`src/rtl/wave_seq_pkg.sv`:
```
`default_nettype none
// +----------------------------------------------------------------------------+
// | Module   : wave_seq_pkg                                                    |
// | Purpose  : Shared types and constants for the wave sequencer slice:       |
// |            controller state encoding, program-entry layout and the        |
// |            fixed length of the generator-reset (LOAD) phase.               |
// | Ports    : none (package)                                                  |
// | Revision : 1.0 - initial release                                           |
// +----------------------------------------------------------------------------+
package wave_seq_pkg;

  typedef enum logic [1:0] {
    IDLE = 2'd0,
    LOAD = 2'd1,
    RUN  = 2'd2
  } seq_state_t;

  // Cycles the generator is held in reset before a step starts running.
  localparam int LOAD_CYCLES = 2;
  localparam int LOAD_CNT_W  = $clog2(LOAD_CYCLES);

  // Program entry field widths; the sequencer's SHIFT_W / REP_W must match.
  localparam int PROG_SHIFT_W = 4;
  localparam int PROG_REP_W   = 4;

  typedef struct packed {
    logic [PROG_SHIFT_W-1:0] shift;
    logic [PROG_REP_W-1:0]   rep;
  } prog_entry_t;

endpackage
`default_nettype wire

```
`src/rtl/wave_period_detect.sv`:
```
`default_nettype none
// +----------------------------------------------------------------------------+
// | Module   : wave_period_detect                                              |
// | Purpose  : Watches a triangle waveform and flags the cycle in which it     |
// |            turns upward after having fallen (one completed period).        |
// | Ports    : clk, reset_n   - clock, async active-low reset                  |
// |            i_clr          - sync clear of previous sample and fall flag    |
// |            i_sample       - generator output                               |
// |            o_boundary     - combinational one-cycle period-boundary pulse  |
// | Revision : 1.0 - initial release                                           |
// +----------------------------------------------------------------------------+
module wave_period_detect
  import wave_seq_pkg::*;
#(
  parameter int OUT_W = 16
) (
  input  logic             clk,
  input  logic             reset_n,
  input  logic             i_clr,
  input  logic [OUT_W-1:0] i_sample,
  output logic             o_boundary
);

  logic [OUT_W-1:0] r_prev;
  logic             r_falling;
  logic             w_rise;
  logic             w_fall;

  assign w_rise     = (i_sample > r_prev);
  assign w_fall     = (i_sample < r_prev);
  // Only a rise that follows a fall counts; equal samples leave the flag alone.
  assign o_boundary = r_falling && w_rise && !i_clr;

  always_ff @(posedge clk or negedge reset_n) begin
    if (!reset_n) begin
      r_prev    <= '0;
      r_falling <= 1'b0;
    end else if (i_clr) begin
      r_prev    <= '0;
      r_falling <= 1'b0;
    end else begin
      r_prev <= i_sample;
      if (o_boundary) begin
        r_falling <= 1'b0;
      end else if (w_fall) begin
        r_falling <= 1'b1;
      end
    end
  end

endmodule
`default_nettype wire

```
`src/rtl/wave_sequencer.sv`:
```
`default_nettype none
// +----------------------------------------------------------------------------+
// | Module   : wave_sequencer                                                  |
// | Purpose  : Runs a small (rate, repeat) program on one triangle generator:  |
// |            holds it in reset between steps, sets its rate, counts wave     |
// |            periods and walks the program, optionally looping.              |
// | Ports    : clk, reset_n          - clock, async active-low reset           |
// |            start/stop/loop_en    - run control                             |
// |            wr_en/wr_addr/wr_shift/wr_rep, wr_err - program write port     |
// |            tri_out               - generator output (input here)           |
// |            tri_reset, tri_shift  - generator controls                      |
// |            step, busy, done, fault - status                                |
// | Config   : WAVE_SEQ_TIMEOUT_EN - builds the RUN watchdog that drives fault |
// | Revision : 1.0 - initial release                                           |
// +----------------------------------------------------------------------------+
module wave_sequencer
  import wave_seq_pkg::*;
#(
  parameter int STEPS     = 8,
  parameter int SHIFT_W   = PROG_SHIFT_W,
  parameter int REP_W     = PROG_REP_W,
  parameter int OUT_W     = 16,
  parameter int TIMEOUT_W = 24
) (
  input  logic                     clk,
  input  logic                     reset_n,
  input  logic                     start,
  input  logic                     stop,
  input  logic                     loop_en,
  input  logic                     wr_en,
  input  logic [$clog2(STEPS)-1:0] wr_addr,
  input  logic [SHIFT_W-1:0]       wr_shift,
  input  logic [REP_W-1:0]         wr_rep,
  output logic                     wr_err,
  input  logic [OUT_W-1:0]         tri_out,
  output logic                     tri_reset,
  output logic [SHIFT_W-1:0]       tri_shift,
  output logic [$clog2(STEPS)-1:0] step,
  output logic                     busy,
  output logic                     done,
  output logic                     fault
);

  localparam int STEP_W = $clog2(STEPS);

  prog_entry_t             r_prog [STEPS];
  seq_state_t              r_state, w_state_nxt;
  logic [STEP_W-1:0]       r_step, w_step_nxt, w_step_inc;
  logic [LOAD_CNT_W-1:0]   r_load_cnt, w_load_cnt_nxt;
  logic [REP_W-1:0]        r_rep_cnt, w_rep_cnt_nxt;
  logic                    w_done_nxt;
  logic                    w_boundary;
  logic                    w_det_clr;
  logic                    w_timeout;
  logic                    w_start_ok;
  logic                    w_prog_end;
  logic                    r_tri_reset, r_busy, r_done, r_wr_err;
  logic [SHIFT_W-1:0]      r_tri_shift;

  assign w_det_clr  = (r_state != RUN);
  assign w_start_ok = (r_state == IDLE) && start && !stop;
  assign w_step_inc = r_step + STEP_W'(1);
  // Last slot, or the following slot is the end-of-program marker.
  assign w_prog_end = (r_step == STEP_W'(STEPS - 1)) || (r_prog[w_step_inc].rep == '0);

  wave_period_detect #(
    .OUT_W (OUT_W)
  ) u_detect (
    .clk        (clk),
    .reset_n    (reset_n),
    .i_clr      (w_det_clr),
    .i_sample   (tri_out),
    .o_boundary (w_boundary)
  );

  // Program memory: writable only while idle.
  always_ff @(posedge clk or negedge reset_n) begin
    if (!reset_n) begin
      for (int i = 0; i < STEPS; i++) begin
        r_prog[i] <= '0;
      end
    end else if (wr_en && (r_state == IDLE)) begin
      r_prog[wr_addr] <= '{shift: wr_shift, rep: wr_rep};
    end
  end

`ifdef WAVE_SEQ_TIMEOUT_EN
  logic [TIMEOUT_W-1:0] r_wd;
  logic                 r_fault;

  // Fires on the cycle the counter would wrap without a boundary.
  assign w_timeout = (r_state == RUN) && (&r_wd) && !w_boundary;
  assign fault     = r_fault;

  always_ff @(posedge clk or negedge reset_n) begin
    if (!reset_n) begin
      r_wd    <= '0;
      r_fault <= 1'b0;
    end else begin
      if ((r_state == RUN) && !w_boundary) begin
        r_wd <= r_wd + TIMEOUT_W'(1);
      end else begin
        r_wd <= '0;
      end
      if (w_timeout) begin
        r_fault <= 1'b1;
      end else if (w_start_ok) begin
        r_fault <= 1'b0;
      end
    end
  end
`else
  logic w_unused_cfg;

  assign w_unused_cfg = |TIMEOUT_W;
  assign w_timeout    = 1'b0;
  assign fault        = 1'b0;
`endif

  always_ff @(posedge clk or negedge reset_n) begin
    if (!reset_n) begin
      r_state    <= IDLE;
      r_step     <= '0;
      r_load_cnt <= '0;
      r_rep_cnt  <= '0;
    end else begin
      r_state    <= w_state_nxt;
      r_step     <= w_step_nxt;
      r_load_cnt <= w_load_cnt_nxt;
      r_rep_cnt  <= w_rep_cnt_nxt;
    end
  end

  always_comb begin
    w_state_nxt    = r_state;
    w_step_nxt     = r_step;
    w_load_cnt_nxt = r_load_cnt;
    w_rep_cnt_nxt  = r_rep_cnt;
    w_done_nxt     = 1'b0;
    case (r_state)
      IDLE: begin
        if (start) begin
          if (r_prog[0].rep == '0) begin
            w_done_nxt = 1'b1;
          end else begin
            w_state_nxt    = LOAD;
            w_step_nxt     = '0;
            w_load_cnt_nxt = '0;
          end
        end
      end
      LOAD: begin
        w_rep_cnt_nxt = '0;
        if (r_load_cnt == LOAD_CNT_W'(LOAD_CYCLES - 1)) begin
          w_state_nxt = RUN;
        end else begin
          w_load_cnt_nxt = r_load_cnt + LOAD_CNT_W'(1);
        end
      end
      RUN: begin
        if (w_timeout) begin
          w_state_nxt = IDLE;
          w_step_nxt  = '0;
        end else if (w_boundary) begin
          if (r_rep_cnt == (r_prog[r_step].rep - REP_W'(1))) begin
            w_rep_cnt_nxt  = '0;
            w_load_cnt_nxt = '0;
            if (!w_prog_end) begin
              w_state_nxt = LOAD;
              w_step_nxt  = w_step_inc;
            end else if (loop_en) begin
              w_state_nxt = LOAD;
              w_step_nxt  = '0;
            end else begin
              w_state_nxt = IDLE;
              w_step_nxt  = '0;
              w_done_nxt  = 1'b1;
            end
          end else begin
            w_rep_cnt_nxt = r_rep_cnt + REP_W'(1);
          end
        end
      end
      default: begin
        w_state_nxt = IDLE;
        w_step_nxt  = '0;
      end
    endcase
    if (stop) begin
      w_state_nxt = IDLE;
      w_step_nxt  = '0;
      w_done_nxt  = 1'b0;
    end
  end

  // Outputs are registered from the next-state values so they line up
  // with the state they describe.
  always_ff @(posedge clk or negedge reset_n) begin
    if (!reset_n) begin
      r_tri_reset <= 1'b1;
      r_tri_shift <= '0;
      r_busy      <= 1'b0;
      r_done      <= 1'b0;
      r_wr_err    <= 1'b0;
    end else begin
      r_tri_reset <= (w_state_nxt != RUN);
      r_tri_shift <= (w_state_nxt == IDLE) ? '0 : r_prog[w_step_nxt].shift;
      r_busy      <= (w_state_nxt != IDLE);
      r_done      <= w_done_nxt;
      r_wr_err    <= wr_en && (r_state != IDLE);
    end
  end

  assign tri_reset = r_tri_reset;
  assign tri_shift = r_tri_shift;
  assign step      = r_step;
  assign busy      = r_busy;
  assign done      = r_done;
  assign wr_err    = r_wr_err;

endmodule
`default_nettype wire

```
`config.mk`:
```
export PLATFORM = sky130hd
export DESIGN_NAME = wave_sequencer
export DESIGN_NICKNAME = d
export VERILOG_FILES = /design/src/rtl/wave_seq_pkg.sv /design/src/rtl/wave_period_detect.sv /design/src/rtl/wave_sequencer.sv
export SDC_FILE = /design/constraint.sdc
export NUM_CORES = 1
export LEC_CHECK = 0
export BUFFER_PORTS_ARGS = -buffer_cell sky130_fd_sc_hd__buf_2
export CELL_PAD_IN_SITES_DETAIL_PLACEMENT = 1
export CELL_PAD_IN_SITES_GLOBAL_PLACEMENT = 1
export CORE_UTILIZATION = 50
export CTS_BUF_LIST = sky130_fd_sc_hd__clkbuf_4
export DETAILED_ROUTE_END_ITERATION = 6
export GPL_TIMING_DRIVEN = 1
export PLACE_DENSITY_LB_ADDON = 0.1
export SYNTH_ARGS = -nofsm -noshare
export SYNTH_HDL_FRONTEND = slang
export SYNTH_SLANG_ARGS = --single-unit
```
`constraint.sdc`:
```
create_clock -name clk -period 4.85 [get_ports clk]
set_input_delay 0.2425 -clock clk [delete_from_list [all_inputs] [get_ports clk]]
set_output_delay 0.2425 -clock clk [all_outputs]
set_load 0.05 [all_outputs]
```
==> PnR_summary.wiki, run 1 <==
{| class="wikitable"
! Metric !! Value
|-
| Run status || finished clean
|-
| Avg Synthesized Cell Area || 11.9 um2
|-
| Per-cell via count in the routed design || approximately 5.7
|-
| Number of instances in the synthesized netlist || between 400 and 500
|-
| Largest family of logic cells by synthesized area || multiplexers
|-
| Placed Cells incl. Taps || around 590
|-
| DIE WIDTH || between 100 and 150 um
|-
| Clock Tree Buf Depth || 2
|-
| Area of the core || 0.00982 mm2
|-
| Initial antenna violation count || 0
|-
| Type of origin of the critical path || flop
|-
| Aggregate negative setup slack || 0 ps
|-
| CP Data Required Time || between 5000 and 6000 ps
|-
| Reported leakage power || ~2.6 nW
|-
| Largest net degree at the start of global routing || 57
|-
| Setup skew after layout || between 20 and 30 ps
|-
| Kind of critical path || flop to flop
|-
| Highest clock frequency the design can meet || ~0.23 GHz
|-
| Num Clock Sinks || 99
|-
| Wire length of the first global-routing pass || 19800 um
|-
| EDFF count, synth || 0
|-
| GR Overflow Total || 0
|-
| Max Cap Viol || 0
|-
| # IOs || between 40 and 50
|-
| Hold Violations, Final || 0
|-
| Post-DR wirelength/cell || slightly below 20 um
|-
| Number of nets still failing antenna checks after routing || 0
|-
| Combinational share of power || 0.285
|-
| DRT Wirelength || roughly 12000 um
|-
| Sequential fraction of the synthesis area || 0.486
|-
| Unrepaired setup endpoints after global routing || false
|-
| Buffer type at the clock tree root || sky130_fd_sc_hd__clkbuf_4
|-
| Number of setup buffers added after CTS || 0
|-
| HPWL after DPL || 8800 um
|-
| Chip Height || 103 um
|-
| Routability-driven placement congestion ratio || about 0.84
|-
| Post-route clock period utilization || 0.880
|-
| Final setup violation count || 0
|-
| Ratio of total power to cell area || about 420 mW/mm2
|-
| Type of element capturing the critical path || flop
|-
| Total number of H-tree levels || 3
|-
| Clock edge transition at the registers on the reported setup and hold paths || 180 ps
|-
| Switching share of total power || 0.344
|-
| Cts bufs inserted || 9
|-
| Part of the power in registers || 0.520
|-
| FFs w/ async S/R, synth || 1.00
|-
| Drc violations || 0
|-
| Power consumption || approximately 2.4 mW
|-
| Multiplexer share of the synthesized area || 0.219
|-
| Post-synthesis share of cell area spent on and, or, nand and nor gates || 0.125
|-
| Final cell count without fillers || between 600 and 700
|-
| Latest clock arrival within the worst-skew pair || 510 ps
|-
| Clk network pwr share || 0.196
|-
| Commonest cells after routing, fill and taps aside || sky130_fd_sc_hd__dfrtp_1 (98), sky130_fd_sc_hd__mux2_2 (68), sky130_fd_sc_hd__buf_2 (42), sky130_fd_sc_hd__nand2_1 (26), sky130_fd_sc_hd__inv_1 (25)
|-
| Reported net switching power || a little over 800 uW
|-
| Worst relative slew slack || 0.289
|-
| Site Rows || 36
|-
| Initial Utilization || 0.519
|-
| Worst Path Max Fanout || 23
|-
| Syn_nets || 480
|-
| Worst slew pin tran || 1060 ps
|-
| Count of antenna diodes in the layout || 0
|-
| Fill cell instance count of the final layout || about 1000
|-
| Vias in the first global route || 3776
|-
| Predominant post-synthesis flop cell || sky130_fd_sc_hd__dfrtp_1
|-
| Unique cell type count in the Yosys netlist || 60
|-
| Area added between synthesis and finish || 13.0%
|-
| Post-Synthesis Cell Area || ~0.0051 mm2
|-
| Port bufs || between 40 and 50
|-
| Adder-Cell Fraction of Synth Area || 0.0491
|-
| Type of the most critical hold path || input port to flop
|-
| Arr. time, crit path || roughly 4700 ps
|-
| Maximum VDD drop || about 0.29 mV
|-
| Overall routing resource usage || 0.255
|-
| Number of DRC markers in iteration 0 || approximately 160
|-
| Leading cell type in the layout, fill and taps excluded || sky130_fd_sc_hd__dfrtp_1
|-
| Setup ws final || 582 ps
|-
| Int Pwr || about 1.6 mW
|-
| DIE AREA || 0.0106 mm2
|-
| Min cycle time layout || 4270 ps
|-
| Number of synthesized register bits || 99
|-
| Clock tree from TritonCTS || built
|-
| Max Transition Viols Final || 0
|-
| Xor and xnor fraction of the mapped netlist area || 0.00344
|-
| Drt pass-1 iters || 5
|-
| Vias || 3586
|-
| Number of warnings issued by yosys || 0
|-
| Share of post-route cells with drive strength above 1 || 0.289
|-
| Final Net Count || approximately 540
|-
| Synth Area in Compound Gates || 0.0840
|-
| Post-Place Worst Slack || 679 ps
|}
[cells by family after synthesis]
family | after synthesis
AOI/OAI and AO/OA | 58
xor gates and xnor gates | 2
adders and majority gates | 20
buffers and inverters | 38
DFF | 99
muxes | 96
other | 1
and+or+nand+nor | 113
[synth_stat cells (8+ instances only)]
cell type,n,share of area
sky130_fd_sc_hd__a21oi_1,15,0.015
sky130_fd_sc_hd__and2_1,15,0.018
sky130_fd_sc_hd__dfrtp_1,98,0.48
sky130_fd_sc_hd__ha_1,20,0.049
sky130_fd_sc_hd__inv_1,25,0.018
sky130_fd_sc_hd__mux2_2,68,0.15
sky130_fd_sc_hd__mux2i_1,22,0.043
sky130_fd_sc_hd__nand2_1,26,0.019
sky130_fd_sc_hd__nor2_1,15,0.011
sky130_fd_sc_hd__nor2b_1,8,0.0098
sky130_fd_sc_hd__o21ai_0,8,0.0079
[final cells by class]
class                   instances  area (um2)  share of cell area
flip-flops and latches         99        2480               0.430
repair buffers                 63         415              0.0721
well taps                     133         166              0.0289
inverters                      26        97.6              0.0169
multi-input cells             290        2450               0.426
clock inverters                 7        80.1              0.0139
clock buffers                   9        67.6              0.0117
[critical path: stages, from the launching register on]
cell	delay, ps
sky130_fd_sc_hd__dfrtp_1	910
sky130_fd_sc_hd__ha_1	430
sky130_fd_sc_hd__or4b_2	700
sky130_fd_sc_hd__o31ai_1	230
sky130_fd_sc_hd__nor4_1	110
sky130_fd_sc_hd__a311oi_1	360
sky130_fd_sc_hd__nor2_1	110
sky130_fd_sc_hd__nor2_1	180
sky130_fd_sc_hd__a21boi_0	130
sky130_fd_sc_hd__o31ai_1	510
sky130_fd_sc_hd__nor2_1	220
sky130_fd_sc_hd__a32o_1	270
[per-stage QoR]
stage               hold slack (ps)  area (um2)  utilization
CTS                            32.8        5760        0.587
global placement                337        5420        0.552
detailed placement              355        5420        0.552
global route                   51.8        5760        0.587
finish                         44.7        5760        0.587
floorplan                     -53.1        5100            -
[per-layer routing]
layer / global-route usage / share of wire / vias up
li1: - / - / 1675
met1: 0.335 / 0.46 / 1835
met2: 0.423 / 0.49 / 64
met3: 0.0590 / 0.036 / 12
met4: 0.0748 / 0.014 / 0
met5: 0 / 0 / -
[registers in the layout, indices dropped and copies added (netlist names)]
signal	cells
r_load_cnt	1
u_detect.r_prev	16
tri_reset	1
wr_err	1
r_prog	64
step	3
r_rep_cnt	4
busy	1
tri_shift	4
done	1
r_state	2
u_detect.r_falling	1
[path summary, 6_finish.rpt]
path                            cells after the start      endpoint        start  slack [ps]
worst max-delay path                               11  tri_shift[0]      step[0]         580
worst min-delay path                                2    r_prog[60]  wr_shift[0]          40
worst max register to register                     11  tri_shift[0]      step[0]         580
worst min register to register                      1    r_prog[22]   r_prog[22]         520
max in group asynchronous                           3    r_prog[46]      reset_n        3430
min in group asynchronous                           2    r_prog[61]      reset_n         350
[power groups by stage]
stage          Combinational (mW)  Clock (mW)  Sequential [mW]
6_report                    0.683       0.469             1.25
5_1_grt                     0.756       0.511             1.27
4_1_cts                     0.688       0.485             1.24
3_3_place_gp                0.637           0             1.25
3_5_place_dp                0.671           0             1.26
2_1_floorplan               0.484           0             1.21
[repair_timing]
item	in CTS	in global routing
gates resized for setup	0	0
hold buffers	19	0
endpoints found under the hold margin	73	0
(Power assumes the default switching activity.)
==> run 2, diff against run 1 <==
Settings changed: BUFFER_PORTS_ARGS -buffer_cell sky130_fd_sc_hd__buf_2 to not set, CORE_UTILIZATION 50 to 54, DONT_BUFFER_PORTS set to 1.
==> PnR_summary.wiki, run 2 (synthesis gave the netlist of run 1 again) <==
{| class="wikitable"
! Metric !! Value
|-
| Post-route clock period utilization || 0.832 (-0.0482)
|-
| Fill cell instance count of the final layout || 944 (-8.6%)
|-
| Hold Violations, Final || 0 (unchanged)
|-
| Run status || finished clean
|-
| Maximum VDD drop || 0.218 mV (-24%)
|-
| Top cell by count, worst path || sky130_fd_sc_hd__mux2i_1
|-
| CP Data Required Time || 5190 ps (-60 ps)
|-
| Port bufs || 0 (-100%)
|-
| DRT Wirelength || 12000 um (-1.9%)
|-
| Ratio of total power to cell area || 418 mW/mm2 (+0.35%)
|-
| Instance count along the most critical hold path || 2 (unchanged)
|-
| Initial antenna violation count || 0 (unchanged)
|-
| Setup ws final || 816 ps (+234 ps)
|-
| Aggregate negative setup slack || 0 ps (unchanged)
|-
| # IOs || 45 (unchanged)
|-
| Highest clock frequency the design can meet || 0.248 GHz (+5.8%)
|-
| Final Net Count || 509 (-6.1%)
|-
| Kind of critical path || flop to flop
|-
| DIE WIDTH || 99.1 um (-3.7%)
|-
| Area of the core || 0.00920 mm2 (-6.3%)
|-
| Vias in the first global route || 3770 (-0.16%)
|-
| Largest net degree at the start of global routing || 100 (+75%)
|-
| Number of setup buffers added after CTS || 0 (unchanged)
|-
| HPWL after DPL || 8440 um (-4.1%)
|-
| Vias || 3482 (-2.9%)
|-
| Setup skew after layout || 22.2 ps (-7.25 ps)
|-
| R2R cell count || 12 (+1)
|-
| Arr. time, crit path || 4370 ps (-300 ps)
|-
| Max Cap Viol || 0 (unchanged)
|-
| Leading cell type in the layout, fill and taps excluded || sky130_fd_sc_hd__dfrtp_1
|-
| Type of element capturing the critical path || flop
|-
| Post-Place Worst Slack || 864 ps (+185 ps)
|-
| Min cycle time layout || 4030 ps (-234 ps)
|-
| Largest registers || r_prog: 64 flops, u_detect.r_prev: 16 flops
|-
| Final setup violation count || 0 (unchanged)
|-
| GR Overflow Total || 0 (unchanged)
|-
| Clock tree from TritonCTS || built
|-
| Kind of cell adding the most delay to the critical path || compound AO/OA/AOI/OAI gates
|-
| Max Transition Viols Final || 0 (unchanged)
|-
| Post-DR wirelength/cell || 21.0 um (+7.6%)
|-
| Num Clock Sinks || 99 (unchanged)
|-
| Worst Path Max Fanout || 21 (-8.7%)
|-
| Number of nets still failing antenna checks after routing || 0 (unchanged)
|-
| Placed cell area || 0.00518 mm2 (-4.4%)
|-
| Initial Utilization || 0.554 (+0.0352)
|-
| Wire length of the first global-routing pass || 19700 um (-0.59%)
|-
| Overall routing resource usage || 0.263 (+0.00753)
|-
| Total number of H-tree levels || 3 (unchanged)
|-
| Routability-driven placement congestion ratio || 0.870 (+3.1%)
|-
| Per-cell via count in the routed design || 6.09 (+6.4%)
|-
| Routed metal-1 wirelength || 5300 um (-5.7%)
|-
| Unrepaired setup endpoints after global routing || false
|-
| Highest-delay cell along the critical path || sky130_fd_sc_hd__dfrtp_1
|-
| Share of post-route cells with drive strength above 1 || 0.223 (-0.0660)
|-
| Buffers and inverters on the worst path || 0 (unchanged)
|-
| Count of antenna diodes in the layout || 0 (unchanged)
|-
| Worst slew pin tran || 952 ps (-111 ps)
|-
| Final cell count without fillers || 572 (-8.8%)
|-
| Worst path cell trace || mux4_2, mux2i_1, ha_1, xor2_1, nor2_1, a22oi_1, o22ai_4, and4_4, a31oi_1, mux2i_1, mux2i_1, a32o_1
|-
| Minimum hold slack || 127 ps (+82.3 ps)
|-
| Stage delay of the slowest cell on the critical path || 830 ps (-80 ps)
|-
| Area added between synthesis and finish || 10.3%
|-
| Buffer type at the clock tree root || sky130_fd_sc_hd__clkbuf_4
|-
| DIE AREA || 0.00983 mm2 (-7.3%)
|-
| Reported leakage power || 2.51 nW (-5.1%)
|-
| Drc violations || 0 (unchanged)
|-
| Topmost layer with routed signal wires || met4
|-
| Clock Tree Buf Depth || 2 (unchanged)
|-
| Top register by number of flip-flops || r_prog
|-
| Type of the most critical hold path || input port to flop
|-
| Drt pass-1 iters || 4 (-1)
|-
| Detail Route met3 WL || 420 um (-3.7%)
|-
| Met2 wire len || 6030 um (+0.67%)
|-
| Site Rows || 35 (-2.8%)
|-
| Chip Height || 99.1 um (-3.7%)
|-
| Number of DRC markers in iteration 0 || 114 (-27%)
|-
| Final cell utilization of the core || 0.611 (+0.0245)
|-
| Commonest cells after routing, fill and taps aside || sky130_fd_sc_hd__dfrtp_1 (98), sky130_fd_sc_hd__mux2_2 (68), sky130_fd_sc_hd__dlygate4sd3_1 (27), sky130_fd_sc_hd__nand2_1 (26), sky130_fd_sc_hd__inv_1 (25)
|-
| Depth of the critical timing path with buffers and inverters included || 12 (+1)
|-
| Layout Cell Area excl Fill || 0.00562 mm2 (-2.4%)
|-
| Power consumption || 2.35 mW (-2.1%)
|-
| Cts bufs inserted || 9 (unchanged)
|-
| Latest clock arrival within the worst-skew pair || 450 ps (-60 ps)
|-
| Clock edge transition at the registers on the reported setup and hold paths || 180 ps (about the same)
|-
| Placed Cells incl. Taps || 528 (-11%)
|-
| Worst relative slew slack || 0.364 (+0.0745)
|-
| Type of origin of the critical path || flop
|-
| Max FFs per register || 64 (unchanged)
|}
run 2: path summary, 6_finish.rpt:
| kind | from | to | slack, ps |
|---|---|---|---|
| worst max register to register | step[0] | tri_shift[0] | 820 |
| max in group asynchronous | reset_n | r_prog[2] | 4060 |
| min in group asynchronous | reset_n | r_rep_cnt[3] | 390 |
| worst max-delay path | step[0] | tri_shift[0] | 820 |
| worst min-delay path | stop | step[1] | 130 |
| worst min register to register | r_prog[20] | r_prog[20] | 530 |
run 2: layout make-up:
class / count / area, um2 / share of cell area
clock buffer: 9 / 67.6 / 0.0120
clock inverter: 7 / 70.1 / 0.0125
inverter: 26 / 97.6 / 0.0174
multi-input combinational: 290 / 2450 / 0.437
sequential: 99 / 2480 / 0.441
tap: 111 / 139 / 0.0247
timing repair buffer: 30 / 313 / 0.0557
run 2: repair_timing:
item	4_1_cts	5_1_grt
hold buffers	28	0
hold endpoints to repair	184	0
gates resized for setup	0	0
run 2: per-layer routing:
metal | GRT usage | up-vias
li1 | - | 1614
met1 | 0.338 | 1789
met2 | 0.448 | 61
met3 | 0.0534 | 18
met4 | 0.0871 | 0
met5 | 0 | -
run 2: power breakdown:
group / internal [mW] / switching [mW]
combinational: 0.336 / 0.283
clock: 0.121 / 0.313
sequential: 1.06 / 0.234
total: 1.52 / 0.830
==> run 3, diff against run 2 <==
Clock period 4.85 ns to 3.75 ns, I/O delays scaled along.
==> PnR_summary.wiki, run 3 (synthesis gave the netlist of run 1 again) <==
{| class="wikitable"
! Metric !! Value
|-
| GR Overflow Total || 0 (unchanged)
|-
| Top cell by count, worst path || sky130_fd_sc_hd__buf_4
|-
| Port bufs || 0 (unchanged)
|-
| Vias || 3542 (+1.7%)
|-
| Final cell utilization of the core || 0.631 (+0.0203)
|-
| Worst r2r src || step[1]
|-
| Ratio of total power to cell area || 549 mW/mm2 (+31%)
|-
| Power consumption || 3.19 mW (+36%)
|-
| Type of element capturing the critical path || flop
|-
| Buffer type at the clock tree root || sky130_fd_sc_hd__clkbuf_4
|-
| Clock tree from TritonCTS || built
|-
| Overall routing resource usage || 0.279 (+0.0158)
|-
| Reported net switching power || 1.08 mW (+30%)
|-
| Routability-driven placement congestion ratio || 0.841 (-3.3%)
|-
| Combinational share of power || 0.264 (about the same)
|-
| Final Net Count || 523 (+2.8%)
|-
| HPWL after DPL || 8430 um (-0.10%)
|-
| Total number of H-tree levels || 3 (unchanged)
|-
| DIE AREA || 0.00983 mm2 (unchanged)
|-
| Arr. time, crit path || 3970 ps (-400 ps)
|-
| Area added between synthesis and finish || 13.9%
|-
| Max FFs per register || 64 (unchanged)
|-
| Wire length of the first global-routing pass || 20600 um (+4.7%)
|-
| Post-Place Worst Slack || -64.5 ps (-928 ps)
|-
| Largest net degree at the start of global routing || 100 (unchanged)
|-
| Type of the most critical hold path || input port to flop
|-
| Leading cell type in the layout, fill and taps excluded || sky130_fd_sc_hd__dfrtp_1
|-
| Site Rows || 35 (unchanged)
|-
| Cts bufs inserted || 9 (unchanged)
|-
| Number of DRC markers in iteration 0 || 157 (+38%)
|-
| Run status || finished clean
|-
| Worst path cell trace || buf_4, ha_1, or4b_2, o31ai_1, nor4_1, a311oi_1, buf_4, nor2_1, nor2_2, a21boi_0, o31ai_2, nor2b_2, a32o_1
|-
| Initial Utilization || 0.554 (unchanged)
|-
| Max Transition Viols Final || 0 (unchanged)
|-
| Multi-input combinational cell area || 0.00248 mm2 (+1.2%)
|-
| Highest-delay cell along the critical path || sky130_fd_sc_hd__or4b_2
|-
| Hold Violations, Final || 0 (unchanged)
|-
| Max Cap Viol || 0 (unchanged)
|-
| Part of the power in registers || 0.524 (-0.027)
|-
| Maximum VDD drop || 0.327 mV (+50%)
|-
| Final setup violation count || 0 (unchanged)
|-
| Reported leakage power || 2.61 nW (+4.0%)
|-
| Vias in the first global route || 3888 (+3.1%)
|-
| Min cycle time layout || 3620 ps (-417 ps)
|-
| Critical path startpoint || step[1]
|-
| Layout Cell Area excl Fill || 0.00581 mm2 (+3.3%)
|-
| Area used by sequential logic in the layout || 0.00248 mm2 (about the same)
|-
| Type of origin of the critical path || flop
|-
| Clock edge transition at the registers on the reported setup and hold paths || 160 ps (-20 ps)
|-
| Setup skew after layout || 20.0 ps (-2.20 ps)
|-
| Per-cell via count in the routed design || 6.04 (-0.71%)
|-
| Worst slew pin tran || 722 ps (-231 ps)
|-
| Clock Tree Buf Depth || 2 (unchanged)
|-
| Int Pwr || 2.11 mW (+39%)
|-
| CP Data Required Time || 4110 ps (-1080 ps)
|-
| Drc violations || 0 (unchanged)
|-
| Worst Path Max Fanout || 4 (-81%)
|-
| DIE WIDTH || 99.1 um (unchanged)
|-
| Fill cell instance count of the final layout || 932 (-1.3%)
|-
| Chip Height || 99.1 um (unchanged)
|-
| Post-DR wirelength/cell || 21.7 um (+3.4%)
|-
| Highest clock frequency the design can meet || 0.276 GHz (+12%)
|-
| Commonest cells after routing, fill and taps aside || sky130_fd_sc_hd__dfrtp_1 (97), sky130_fd_sc_hd__mux2_2 (68), sky130_fd_sc_hd__dlygate4sd3_1 (27), sky130_fd_sc_hd__nand2_1 (26), sky130_fd_sc_hd__inv_1 (25)
|-
| Count of antenna diodes in the layout || 0 (unchanged)
|-
| Top register by number of flip-flops || r_prog
|-
| Kind of critical path || flop to flop
|-
| Largest registers || r_prog: 64 flops, u_detect.r_prev: 16 flops
|-
| # IOs || 45 (unchanged)
|-
| Placed cell area || 0.00527 mm2 (+1.7%)
|-
| Number of nets still failing antenna checks after routing || 0 (unchanged)
|-
| Initial antenna violation count || 0 (unchanged)
|-
| Switching share of total power || 0.338 (-0.0152)
|-
| Hold path start || loop_en
|-
| Clk network pwr share || 0.212 (+0.027)
|-
| Minimum hold slack || 65.9 ps (-61.1 ps)
|-
| DRT Wirelength || 12700 um (+6.0%)
|-
| Post-route clock period utilization || 0.964 (+0.133)
|-
| Latest clock arrival within the worst-skew pair || 470 ps (+20 ps)
|-
| Setup ws final || 133 ps (-683 ps)
|-
| Drt pass-1 iters || 4 (unchanged)
|-
| Num Clock Sinks || 99 (unchanged)
|-
| Share of post-route cells with drive strength above 1 || 0.261 (+0.0376)
|-
| Worst relative slew slack || 0.517 (+0.153)
|-
| Stage delay of the slowest cell on the critical path || 670 ps (-160 ps)
|-
| Area of the core || 0.00920 mm2 (unchanged)
|}
## run 3: worst paths after layout
check | endpoint | slack [ps] | cells after the start
max in group asynchronous | step[1] | 3060 | 2
setup reg to reg | tri_shift[2] | 130 | 13
min in group asynchronous | u_detect.r_prev[5] | 290 | 2
setup / recovery | tri_shift[2] | 130 | 13
hold reg to reg | r_prog[30] | 520 | 1
hold / removal | done | 70 | 3
## run 3: power groups by stage
stage,registers [mW],clock network [mW],logic (mW)
3_3_place_gp,1.66,0,0.724
4_1_cts,1.66,0.702,0.835
2_1_floorplan,1.57,0,0.626
5_1_grt,1.70,0.738,0.927
6_report,1.67,0.676,0.840
3_5_place_dp,1.68,0,0.769
## run 3: critical path: cells and delay by family, from the launching register on
kind                       cells  cell delay (ps)
DFF                            1              460
buffers and inverters          2              330
AOI/OAI and AO/OA              5             1380
adders and majority gates      1              280
and+or+nand+nor                5             1060
## run 3: repair_timing
action                                 4_1_cts  5_1_grt
endpoints found under the hold margin      184        0
buffers inserted                             0        2
setup endpoints to repair                    3        4
resized for setup                            1        8
hold buffers                                28        0
pin swaps                                    0        3
## run 3: layout make-up
class	instances	area share
Multi-Input combinational cell	290	0.428
Sequential cell	99	0.427
Timing Repair Buffer	44	0.0741
Tap cell	111	0.0239
Clock inverter	7	0.0187
Inverter	26	0.0168
Clock buffer	9	0.0116
## run 3: per-stage QoR
stage | setup TNS, ps | instances
2_1_floorplan | 0 | 427
3_3_place_gp | 0 | 540
3_5_place_dp | -182 | 540
4_1_cts | 0 | 584
5_1_grt | -241 | 586
6_report | 0 | 586
## run 3: layer usage
metal | track usage | share of wire
met1 | 0.358 | 0.45
met2 | 0.487 | 0.51
met3 | 0.0506 | 0.028
met4 | 0.0781 | 0.013
met5 | 0 | 0
